**config.mk**
```make
export PLATFORM = sky130hd
export DESIGN_NAME = mcs4_mem_arbiter
export DESIGN_NICKNAME = d
export VERILOG_FILES = /design/src/rtl/mcs4_mem_arbiter_pkg.sv /design/src/rtl/mcs4_phase_tracker.sv /design/src/rtl/mcs4_mem_arbiter.sv
export SDC_FILE = /design/constraint.sdc
export NUM_CORES = 1
export LEC_CHECK = 0
export CORE_ASPECT_RATIO = 0.9
export CORE_MARGIN = 5
export CORE_UTILIZATION = 35
export CTS_CLUSTER_SIZE = 25
export DETAILED_ROUTE_END_ITERATION = 8
export PLACE_DENSITY = 0.66
export SYNTH_ARGS = -nofsm -noshare
export SYNTH_HDL_FRONTEND = slang
export SYNTH_SLANG_ARGS = --single-unit
```
**constraint.sdc**
```tcl
create_clock -name clk -period 4.14 [get_ports clk]
set_input_delay 0.828 -clock clk [delete_from_list [all_inputs] [get_ports clk]]
set_output_delay 0.828 -clock clk [all_outputs]
set_load 0.02 [all_outputs]
```
**src/rtl/mcs4_mem_arbiter_pkg.sv**
```systemverilog
// Shared MCS-4 types for the program-memory arbiter: bus phase encoding,
// arbiter FSM states and requester identities.
package mcs4_mem_arbiter_pkg;

  localparam int Addr_width = 12;

  typedef enum logic [2:0] {A1, A2, A3, M1, M2, X1, X2, X3} instr_cyc_t;

  typedef enum logic [1:0] {LOAD, RUN, HALT} arb_state_t;

  typedef enum logic {HOST, LOADER} arb_req_t;

endpackage

```
**src/rtl/mcs4_phase_tracker.sv**
```systemverilog
// Tracks the i4004 instruction-cycle phase (A1..X3) from cpu_sync and flags
// whether the phase count is trustworthy.
module mcs4_phase_tracker
  import mcs4_mem_arbiter_pkg::*;
(
  input  logic       clk,
  input  logic       rst_n,
  input  logic       cpu_sync,
  input  logic       cpu_rst,
  output logic [2:0] phase,
  output logic       phase_valid
);

  instr_cyc_t phase_q, phase_d;
  logic       phase_valid_q, phase_valid_d;

  always_comb begin
    phase_d       = instr_cyc_t'(phase_q + 3'd1);
    phase_valid_d = phase_valid_q;
    if (cpu_sync) begin
      phase_d       = A1;
      phase_valid_d = 1'b1;
    end
    // A CPU held in reset produces no meaningful sync, so lock is dropped.
    if (cpu_rst) begin
      phase_valid_d = 1'b0;
    end
  end

  always_ff @(posedge clk or negedge rst_n) begin
    if (!rst_n) begin
      phase_q       <= A1;
      phase_valid_q <= 1'b0;
    end else begin
      phase_q       <= phase_d;
      phase_valid_q <= phase_valid_d;
    end
  end

  assign phase       = phase_q;
  assign phase_valid = phase_valid_valid_sel();

  function automatic logic phase_valid_valid_sel();
    return phase_valid_q;
  endfunction

endmodule

```
**src/rtl/mcs4_mem_arbiter.sv**
```systemverilog
// Program-memory arbiter for the i4004: CPU fetch in the A3 slot, boot loader
// and host port share the remaining cycles. Optional MCS4_ARB_WPROT_EN blocks
// host writes while the CPU runs.
module mcs4_mem_arbiter
  import mcs4_mem_arbiter_pkg::*;
#(
  parameter int                ADDR_W    = Addr_width,
  parameter logic [ADDR_W-1:0] LOAD_BASE = '0
) (
  input  logic              clk,
  input  logic              rst_n,
  input  logic [3:0]        cpu_dbus_out,
  input  logic              cpu_sync,
  output logic [3:0]        cpu_dbus_in,
  output logic              cpu_rst,
  input  logic              ld_valid,
  input  logic [7:0]        ld_data,
  input  logic              ld_last,
  output logic              ld_ready,
  input  logic              host_req,
  input  logic              host_we,
  input  logic [ADDR_W-1:0] host_addr,
  input  logic [7:0]        host_wdata,
  input  logic              host_run,
  input  logic              host_reload,
  output logic              host_ack,
  output logic [7:0]        host_rdata,
  output logic              mem_en,
  output logic              mem_we,
  output logic [ADDR_W-1:0] mem_addr,
  output logic [7:0]        mem_wdata,
  input  logic [7:0]        mem_rdata
);

  logic [2:0]        phase;
  logic              phase_valid;

  arb_state_t        state_q, state_d;
  logic [ADDR_W-1:0] load_ptr_q, load_ptr_d;
  arb_req_t          rr_last_q, rr_last_d;
  logic              cpu_rst_q, cpu_rst_d;
  logic [3:0]        a1_q, a1_d, a2_q, a2_d, lo_q, lo_d;
  logic              fetch_m1_q, fetch_m1_d, fetch_m2_q, fetch_m2_d;
  logic              host_ack_q, host_ack_d, host_rd_q, host_rd_d;
  logic [7:0]        host_rdata_q;

  logic              fetch_slot, host_elig, ld_elig, grant_host, grant_ld, wr_ok;

  mcs4_phase_tracker u_phase (
    .clk         (clk),
    .rst_n       (rst_n),
    .cpu_sync    (cpu_sync),
    .cpu_rst     (cpu_rst_q),
    .phase       (phase),
    .phase_valid (phase_valid)
  );

  always_comb begin
`ifdef MCS4_ARB_WPROT_EN
    wr_ok = (state_q != RUN);
`else
    wr_ok = 1'b1;
`endif

    fetch_slot = (state_q == RUN) && phase_valid && (phase == A3);
    // Requests are masked while rst_n is low so every output sits at its reset value.
    host_elig  = rst_n && host_req && !host_ack_q;
    ld_elig    = rst_n && (state_q == LOAD) && ld_valid;

    grant_host = 1'b0;
    grant_ld   = 1'b0;
    if (!fetch_slot) begin
      if (host_elig && ld_elig) begin
        if (rr_last_q == HOST) grant_ld = 1'b1;
        else                   grant_host = 1'b1;
      end else if (host_elig) begin
        grant_host = 1'b1;
      end else if (ld_elig) begin
        grant_ld = 1'b1;
      end
    end

    mem_en    = fetch_slot || grant_host || grant_ld;
    mem_we    = grant_ld || (grant_host && host_we && wr_ok);
    mem_addr  = '0;
    mem_wdata = 8'h00;
    if (fetch_slot) begin
      mem_addr = ADDR_W'({cpu_dbus_out, a2_q, a1_q});
    end else if (grant_ld) begin
      mem_addr  = load_ptr_q;
      mem_wdata = ld_data;
    end else if (grant_host) begin
      mem_addr  = host_addr;
      mem_wdata = host_wdata;
    end
    ld_ready = grant_ld;

    rr_last_d = rr_last_q;
    if (grant_host)    rr_last_d = HOST;
    else if (grant_ld) rr_last_d = LOADER;

    load_ptr_d = grant_ld ? load_ptr_q + 1'b1 : load_ptr_q;
    state_d    = state_q;
    case (state_q)
      LOAD:    if (grant_ld && ld_last) state_d = host_run ? RUN : HALT;
      RUN:     if (!host_run) state_d = HALT;
      HALT:    if (host_run) state_d = RUN;
      default: state_d = LOAD;
    endcase
    // A reload wins over everything, including a last byte accepted this cycle.
    if (host_reload) begin
      state_d    = LOAD;
      load_ptr_d = LOAD_BASE;
    end
    cpu_rst_d = (state_q != RUN);

    a1_d       = (phase_valid && phase == A1) ? cpu_dbus_out : a1_q;
    a2_d       = (phase_valid && phase == A2) ? cpu_dbus_out : a2_q;
    fetch_m1_d = fetch_slot;
    fetch_m2_d = fetch_m1_q;
    lo_d       = fetch_m1_q ? mem_rdata[3:0] : lo_q;

    // Fetch drive follows the issued read, not the state, so it finishes after leaving RUN.
    cpu_dbus_in = 4'h0;
    if (fetch_m1_q)      cpu_dbus_in = mem_rdata[7:4];
    else if (fetch_m2_q) cpu_dbus_in = lo_q;

    host_ack_d = grant_host;
    host_rd_d  = grant_host && !host_we;
    host_ack   = host_ack_q;
    host_rdata = (host_ack_q && host_rd_q) ? mem_rdata : host_rdata_q;
    cpu_rst    = cpu_rst_q;
  end

  always_ff @(posedge clk or negedge rst_n) begin
    if (!rst_n) begin
      state_q      <= LOAD;
      load_ptr_q   <= LOAD_BASE;
      rr_last_q    <= HOST;
      cpu_rst_q    <= 1'b1;
      a1_q         <= 4'h0;
      a2_q         <= 4'h0;
      lo_q         <= 4'h0;
      fetch_m1_q   <= 1'b0;
      fetch_m2_q   <= 1'b0;
      host_ack_q   <= 1'b0;
      host_rd_q    <= 1'b0;
      host_rdata_q <= 8'h00;
    end else begin
      state_q      <= state_d;
      load_ptr_q   <= load_ptr_d;
      rr_last_q    <= rr_last_d;
      cpu_rst_q    <= cpu_rst_d;
      a1_q         <= a1_d;
      a2_q         <= a2_d;
      lo_q         <= lo_d;
      fetch_m1_q   <= fetch_m1_d;
      fetch_m2_q   <= fetch_m2_d;
      host_ack_q   <= host_ack_d;
      host_rd_q    <= host_rd_d;
      host_rdata_q <= host_rdata;
    end
  end

endmodule

```
==> After elaboration in Yosys (flattened, before gate mapping) <==
Cells that the tools add are included.
{ "word_totals": {"output_inout_bits": 37, "register_bits": 44, "elab_cells": 79} }
{ "classes": {"mux": 31, "eq_ne": 8, "addsub": 2, "reduce_logical": 24} }
{ "ops": {"columns": ["op", "n"], "rows": [
  ["$mux 12", 5],
  ["$mux 8", 4],
  ["$logic_and 1x1->1", 13],
  ["$mux 1", 13],
  ["$add 12x1->12 const B", 1],
  ["$mux 2", 5],
  ["$mux 4", 2],
  ["$ne 3x3->1 const B", 2],
  ["$pmux 2 s3", 1],
  ["$reduce_bool 2->1", 3],
  ["$add 3x1->3 const B", 1],
  ["$eq 3x1->1 const B", 1],
  ["$eq 3x2->1 const B", 1],
  ["$logic_not 3->1", 1],
  ["$logic_or 1x1->1", 3],
  ["$mux 3", 1],
  ["$ne 3x2->1 const B", 1],
  ["$reduce_and 3->1", 1],
  ["$eq 2x1->1 const B", 1],
  ["$eq 2x2->1 const B", 1],
  ["$logic_not 1->1", 2],
  ["$logic_not 2->1", 1],
  ["$ne 2x1->1 const B", 1]
]} }

==> Logic depth before layout (Yosys ltp) <==
Gate-level depths: netlist (run 1).
{ "logic_depth": {"word_depth": 11, "depth_mapped": 7} }

==> By module <==
Synthesis (run 1) repeated with hierarchy kept, for this count alone.
{ "unflattened": {"hier_cells": 192, "area_unflattened_um2": 2258.4} }
{ "by_module_without_submodules": {"columns": ["module", "cells_each", "area_per_inst_um2", "n_inst"], "rows": [
  ["mcs4_mem_arbiter", 181, 2115.8, 1],
  ["mcs4_phase_tracker", 11, 142.6, 1]
]} }

==> Least setup slack after synthesis (run 1) <==
No wires, ideal clock.
{ "synth_timing": {"path_type": "in2out", "start": "input port ld_valid", "end": "output port mem_wdata[1]", "cell_stages": 5, "required_ps": 3312, "slack_ps": 1463, "path_buffers": 2, "arrival_ps": 1849, "cell_sequence": "and4bb_1 > buf_6 > a221oi_4 > buf_4 > a22o_1"} }
{ "synth_between": {"elab_chain_cells": 7} }
{ "synth_rtl": {"columns": ["item", "line_no", "text"], "rows": [
  ["start, declared", "mcs4_mem_arbiter.sv:16", "input logic ld_valid,"],
  ["$logic_and 1x1->1 *", "mcs4_mem_arbiter.sv:68", "ld_elig = rst_n && (state_q == LOAD) && ld_valid;"],
  ["$mux 1 / $logic_and 1x1->1 (equally long branches)", "mcs4_mem_arbiter.sv:78, mcs4_mem_arbiter.sv:73", null],
  ["$mux 1 (on tied branches)", "mcs4_mem_arbiter.sv:76, mcs4_mem_arbiter.sv:73", null],
  ["$mux 1 (on tied branches)", "mcs4_mem_arbiter.sv:73, mcs4_mem_arbiter.sv:72", null],
  ["$mux 1 / $mux 8 (equally long branches)", "mcs4_mem_arbiter.sv:72, mcs4_mem_arbiter.sv:92", null],
  ["$mux 8 *", "mcs4_mem_arbiter.sv:89", "end else if (grant_ld) begin"],
  ["$mux 8 *", "mcs4_mem_arbiter.sv:87", "if (fetch_slot) begin"],
  ["end, declared", "mcs4_mem_arbiter.sv:31", "output logic [7:0] mem_wdata,"]
]} }
Every way passes the cells marked *; elsewhere a longest branch is shown, timed or not.

==> Worst setup path in the final report (run 1) <==
{ "layout_timing": {"start": "input port ld_valid", "end": "output port mem_wdata[2]"} }
The elaborated chain is that of the path after synthesis.

==> results of run 1 <==
[critical path: stages]
cell and delay, ps:
clkdlybuf4s50_1 440, and4bb_1 350, nand2_4 100, inv_2 340, a22oi_1 160, nor2_1 110
clkdlybuf4s50_1 620
[report_power, final]
group          internal, mW  switching, mW
Sequential            0.479         0.0227
Combinational         0.154          0.133
Clock                 0.197          0.147
[sequential cells by signal (all words and copies together) (netlist names)]
name and flops:
a1_q 4, a2_q 4, cpu_rst 1, fetch_m1_q 1, fetch_m2_q 1, host_ack 1, host_rd_q 1, host_rdata_q 8
lo_q 4, load_ptr_q 12, rr_last_q 1, state_q 2, u_phase.phase 3, u_phase.phase_valid 1
[layer usage]
metal,vias up,track usage,part of all wire
li1,913,-,-
met1,880,0.2059,0.46
met2,62,0.2436,0.48
met3,2,0.03772,0.062
met4,0,0.01966,0.0023
met5,-,0,0
[kinds of logic after synthesis]
group / after synthesis
xor gates and xnor gates: 7
buffers and inverters: 16
DFF: 44
and+or+nand+nor: 79
AOI/OAI and AO/OA: 38
adders and majority gates: 5
muxes: 22
[through the flow]
stage                     worst slack [ps]  utilization  hold WS [ps]  instances
after global routing                 244.9       0.5349         398.4        387
after global placement               401.3       0.5153         476.8        379
final                                353.3       0.5349         389.9        387
after CTS                            342.7       0.5349         394.4        387
after floorplan                       1463            -         351.9        211
after detailed placement             346.0       0.5153         483.4        379
[Yosys cell counts (3+ instances only)]
library cell and instances:
dfrtp_1 43, nand2_1 31, mux2_2 22, nor2_1 20, a22oi_1 14, a22o_1 9
inv_1 6, o21ai_0 6, a21oi_1 5, ha_1 5, nand4_1 4, nor2b_1 4
xor2_1 4, buf_2 3, buf_4 3, nand3_1 3, or3_1 3, xnor2_1 3
[final cells by class]
cell class                      count  share of cell area
Timing Repair Buffer               90              0.2671
Clock buffer                        6             0.02497
Multi-Input combinational cell    151              0.3220
Clock inverter                      2             0.01173
Tap cell                           87             0.03292
Inverter                            7            0.007946
Sequential cell                    44              0.3333
[how the worst max path moves through the flow]
| stage | slack, ps | cells after the start | start | endpoint |
|---|---|---|---|---|
| after global routing | 240 | 7 | ld_valid | mem_addr[1] |
| final | 350 | 7 | ld_valid | mem_wdata[2] |
| after floorplan | 1460 | 5 | ld_valid | mem_wdata[1] |
| after global placement | 400 | 7 | ld_valid | mem_wdata[2] |
| after CTS | 340 | 7 | ld_valid | mem_wdata[2] |
| after detailed placement | 350 | 7 | ld_valid | mem_wdata[2] |
==> reports/metrics.cfg, run 1 <==
[run_status]
status=finished clean

[setup_path]
r2r_end=load_ptr_q[10]
cp.arrival_ps=2960
reg2reg_slack_ps=2240
crit_path_end_kind=primary output
worstPathMaxFanout=23
required_ps=3310
critPathKind=input port to primary output
critPathLaunchType=input port
timing.rr.start=state_q[0]
reg2regPathDepth=5

[power]
vdd_drop_max_mv=0.1660
p_total_mw=1.134
p_per_area_nw_per_um2=342.8
leakagePower_nw=1.422

[route]
detail_route.vias_per_cell=4.798
dr.pass1.iters=4
remaining_drc_errors=0
vias=1857
wl_per_cell_um=15.42
routed_wl_mm=5.966
antenna_left=0
drt_iter0_drc=69

[finish]
drive_gt1_frac=0.1400
synthToLayoutAreaGrowth_pct=47.00
layout_common_cells=clkdlybuf4s50_1, dfrtp_1, nand2_1
final_common_cell=clkdlybuf4s50_1
antenna_cells=0
final_nets=353
nFillCells=571
multi_input_area_um2=1065
fin_area_um2=3307
final-seq-area_um2=1102

[clock_network]
post_cts_resized=0
clk_latency_ps=290
cts_hold_repair.buffers=0
post_cts_buffers=0
clockRootBuffer=clkbuf_8
cts_tree=built
cts_buffers=5
htree_levels=2
clkTransAtPathRegs_ps=90
cts_sinks=44
clockBufferDepth=2

[floorplanning]
io_pins=86
die_h_um=86.06
die_w_um=94.51
dieArea_um2=8133
start_util=0.3639
rows=27
core_area_um2=6182

[timing]
hold_viol_final=0
rsz0062_at_grt=no
setup_viol=0
fin_skew_ps=6.571
final.period_utilization=0.9147
relSlewSlack=0.5616
tns_ps=0
tightest_slew_ps=657.6
min_period_ps=3787
max_freq_mhz=264.1
drv_slew=0

[logic_synthesis]
synth_compound_area_frac=0.1290
syn_nets=265
netlist_instances=211
ys_seq_area_frac=0.4900
synth_area_um2=2250
ys_ff_latch=44
postSynthAreaPerCell_um2=10.66
synth_top_family_by_area=simple AND/OR/NAND/NOR gates
post-synth-top-area-fraction=0.4783
synth_area_leaders=dfrtp_1, mux2_2, nand2_1, a22oi_1, a22o_1
synthXorXnorAreaFrac=0.02725
yosys.area.top_type=dfrtp_1
synth_mux_area_frac=0.1101
yosys.cell_types.count=35
synth_fa_ha_area_frac=0.02781
async_flop_share=1.000
synth-simple-area-share=0.1791
synth_edf_count=0
yosysWarnings=0
synth_ff_type=dfrtp_1

[place]
place_hpwl_mm=4.523
gp_congestion=0.7772
io_buffers=85
postPlaceCellArea_um2=3186

[global_routing]
grt_pass1_vias=1895
grt_usage=0.1493
globalRouteOverflowTotal=0
grt_max_degree=36
grt_pass1_wl_mm=9.646
antenna_found_initial=0

[job]
drv_cap=0

[min_path]
hp-class=input port to async pin

Power figures use the tool's default switching activity.
==> inputs of run 2 (changes only) <==
==> constraint.sdc (replaced) <==
create_clock -name clk -period 4.14 [get_ports clk]
set_input_delay 0.621 -clock clk [delete_from_list [all_inputs] [get_ports clk]]
set_output_delay 0.621 -clock clk [all_outputs]
set_load 0.02 [all_outputs]
==> reports/metrics.cfg, run 2 (synthesized netlist as in run 1, its figures left out) <==
[finish]
fin_cells=384
nFillCells=587
antenna_cells=0
synthToLayoutAreaGrowth_pct=44.94
largest-register=load_ptr_q
largest_reg_flops=12
largestRegisters=load_ptr_q (12), host_rdata_q (8)
drive_gt1_frac=0.1313
final_common_cell=clkdlybuf4s50_1
layout_common_cells=clkdlybuf4s50_1, dfrtp_1, nand2_1
final_nets=350

[clock_network]
clk_latency_ps=290
htree_levels=2
clockRootBuffer=clkbuf_8
post_cts_buffers=0
clkTransAtPathRegs_ps=90
cts_hold_repair.buffers=0
cts_sinks=44
clockBufferDepth=2
post_cts_resized=0
cts_buffers=5
cts_tree=built

[power]
intPower_mw=0.7655
p_per_area_nw_per_um2=327.2
vdd_drop_max_mv=0.1688
sw_frac_of_total=0.2824
power_switching_mw=0.3012
leakagePower_nw=1.390
clkPwrFrac=0.265
combPwrFrac=0.265
power.share.sequential=0.470

[run_status]
status=finished clean

[timing]
final.period_utilization=0.8656
fin_skew_ps=8.496
drv_slew=0
hold_viol_final=0
max_freq_mhz=279.1
relSlewSlack=0.5772
tightest_slew_ps=634.2
fin_ws_ps=556.5
min_period_ps=3583
rsz0062_at_grt=no
worst_hold_slack_ps=445.8
tns_ps=0
setup_viol=0

[setup_path]
critPathLaunchType=input port
cp_cell_sequence=clkdlybuf4s50_1, and4bb_1, nand2_4, inv_2, a22oi_1, nand2_1, clkdlybuf4s50_1
worstPathMaxFanout=23
crit_path_end_kind=primary output
critPathKind=input port to primary output
max_stage_delay_ps=600
crit_top_cell=clkdlybuf4s50_1
critical-path-slowest-cell=clkdlybuf4s50_1
cp.arrival_ps=2960
required_ps=3520

[global_routing]
grt_pass1_vias=1898
grt_usage=0.1430
globalRouteOverflowTotal=0
grt_max_degree=45
antenna_found_initial=0
grt_pass1_wl_mm=9.308

[route]
wl_per_cell_um=15.04
vias=1873
routed_wl_mm=5.774
antenna_left=0
remaining_drc_errors=0
detail_route.vias_per_cell=4.878
dr.pass1.iters=4
drt_iter0_drc=65

[job]
drv_cap=0

[floorplanning]
die_w_um=94.51
die_h_um=86.06
start_util=0.3639
rows=27
dieArea_um2=8133
core_area_um2=6182
io_pins=86

[place]
place_ws_ps=548.9
place_hpwl_mm=4.335
dp_cells=376
gp_congestion=0.7804
io_buffers=85

[min_path]
hp-class=input port to async pin

-- run 2: layer usage --
metal  wire length, um  global-route usage
met1              2705              0.1922
met2              2662              0.2358
met3               381             0.03772
met4                25             0.02359
met5                 0                   0
-- run 2: power groups by stage --
stage | combinational, mW | clock [mW] | sequential, mW
3_5_place_dp | 0.286 | 0 | 0.511
2_1_floorplan | 0.141 | 0 | 0.505
5_1_grt | 0.304 | 0.310 | 0.509
6_report | 0.283 | 0.282 | 0.502
4_1_cts | 0.287 | 0.292 | 0.502
3_3_place_gp | 0.281 | 0 | 0.508
-- run 2: final timing paths --
path	start	endpoint	slack, ps	depth (start not counted)
min in group clk	host_rdata_q[3]	host_rdata_q[3]	500	1
max in group asynchronous	rst_n	load_ptr_q[4]	3300	2
hold / removal	rst_n	u_phase.phase_valid	450	2
hold reg to reg	host_rdata_q[3]	host_rdata_q[3]	500	1
setup / recovery	ld_valid	mem_addr[5]	560	7
setup reg to reg	state_q[0]	state_q[0]	2040	5
-- run 2: layout make-up --
type | instances | area, um^2 | share of cell area
sequential | 44 | 1102 | 0.3381
multi-input combinational | 151 | 1065 | 0.3266
timing repair buffer | 87 | 860.8 | 0.2640
tap | 87 | 108.9 | 0.03338
clock buffer | 6 | 82.58 | 0.02533
inverter | 7 | 26.28 | 0.008058
clock inverter | 2 | 15.01 | 0.004605
-- run 2: critical path, delay by kind of cell --
kind	cells	cell delay (ps)
buffers and inverters	3	1410
AND/OR/NAND/NOR	3	750
AO/OA/AOI/OAI	1	170
-- run 2: per-stage QoR --
| step | util | cell area, um^2 | power [mW] |
|---|---|---|---|
| floorplan | - | 2250 | 0.6457 |
| global placement | 0.5116 | 3163 | 0.7898 |
| detailed placement | 0.5116 | 3163 | 0.7962 |
| CTS | 0.5274 | 3261 | 1.081 |
| global route | 0.5274 | 3261 | 1.123 |
| finish | 0.5274 | 3261 | 1.067 |
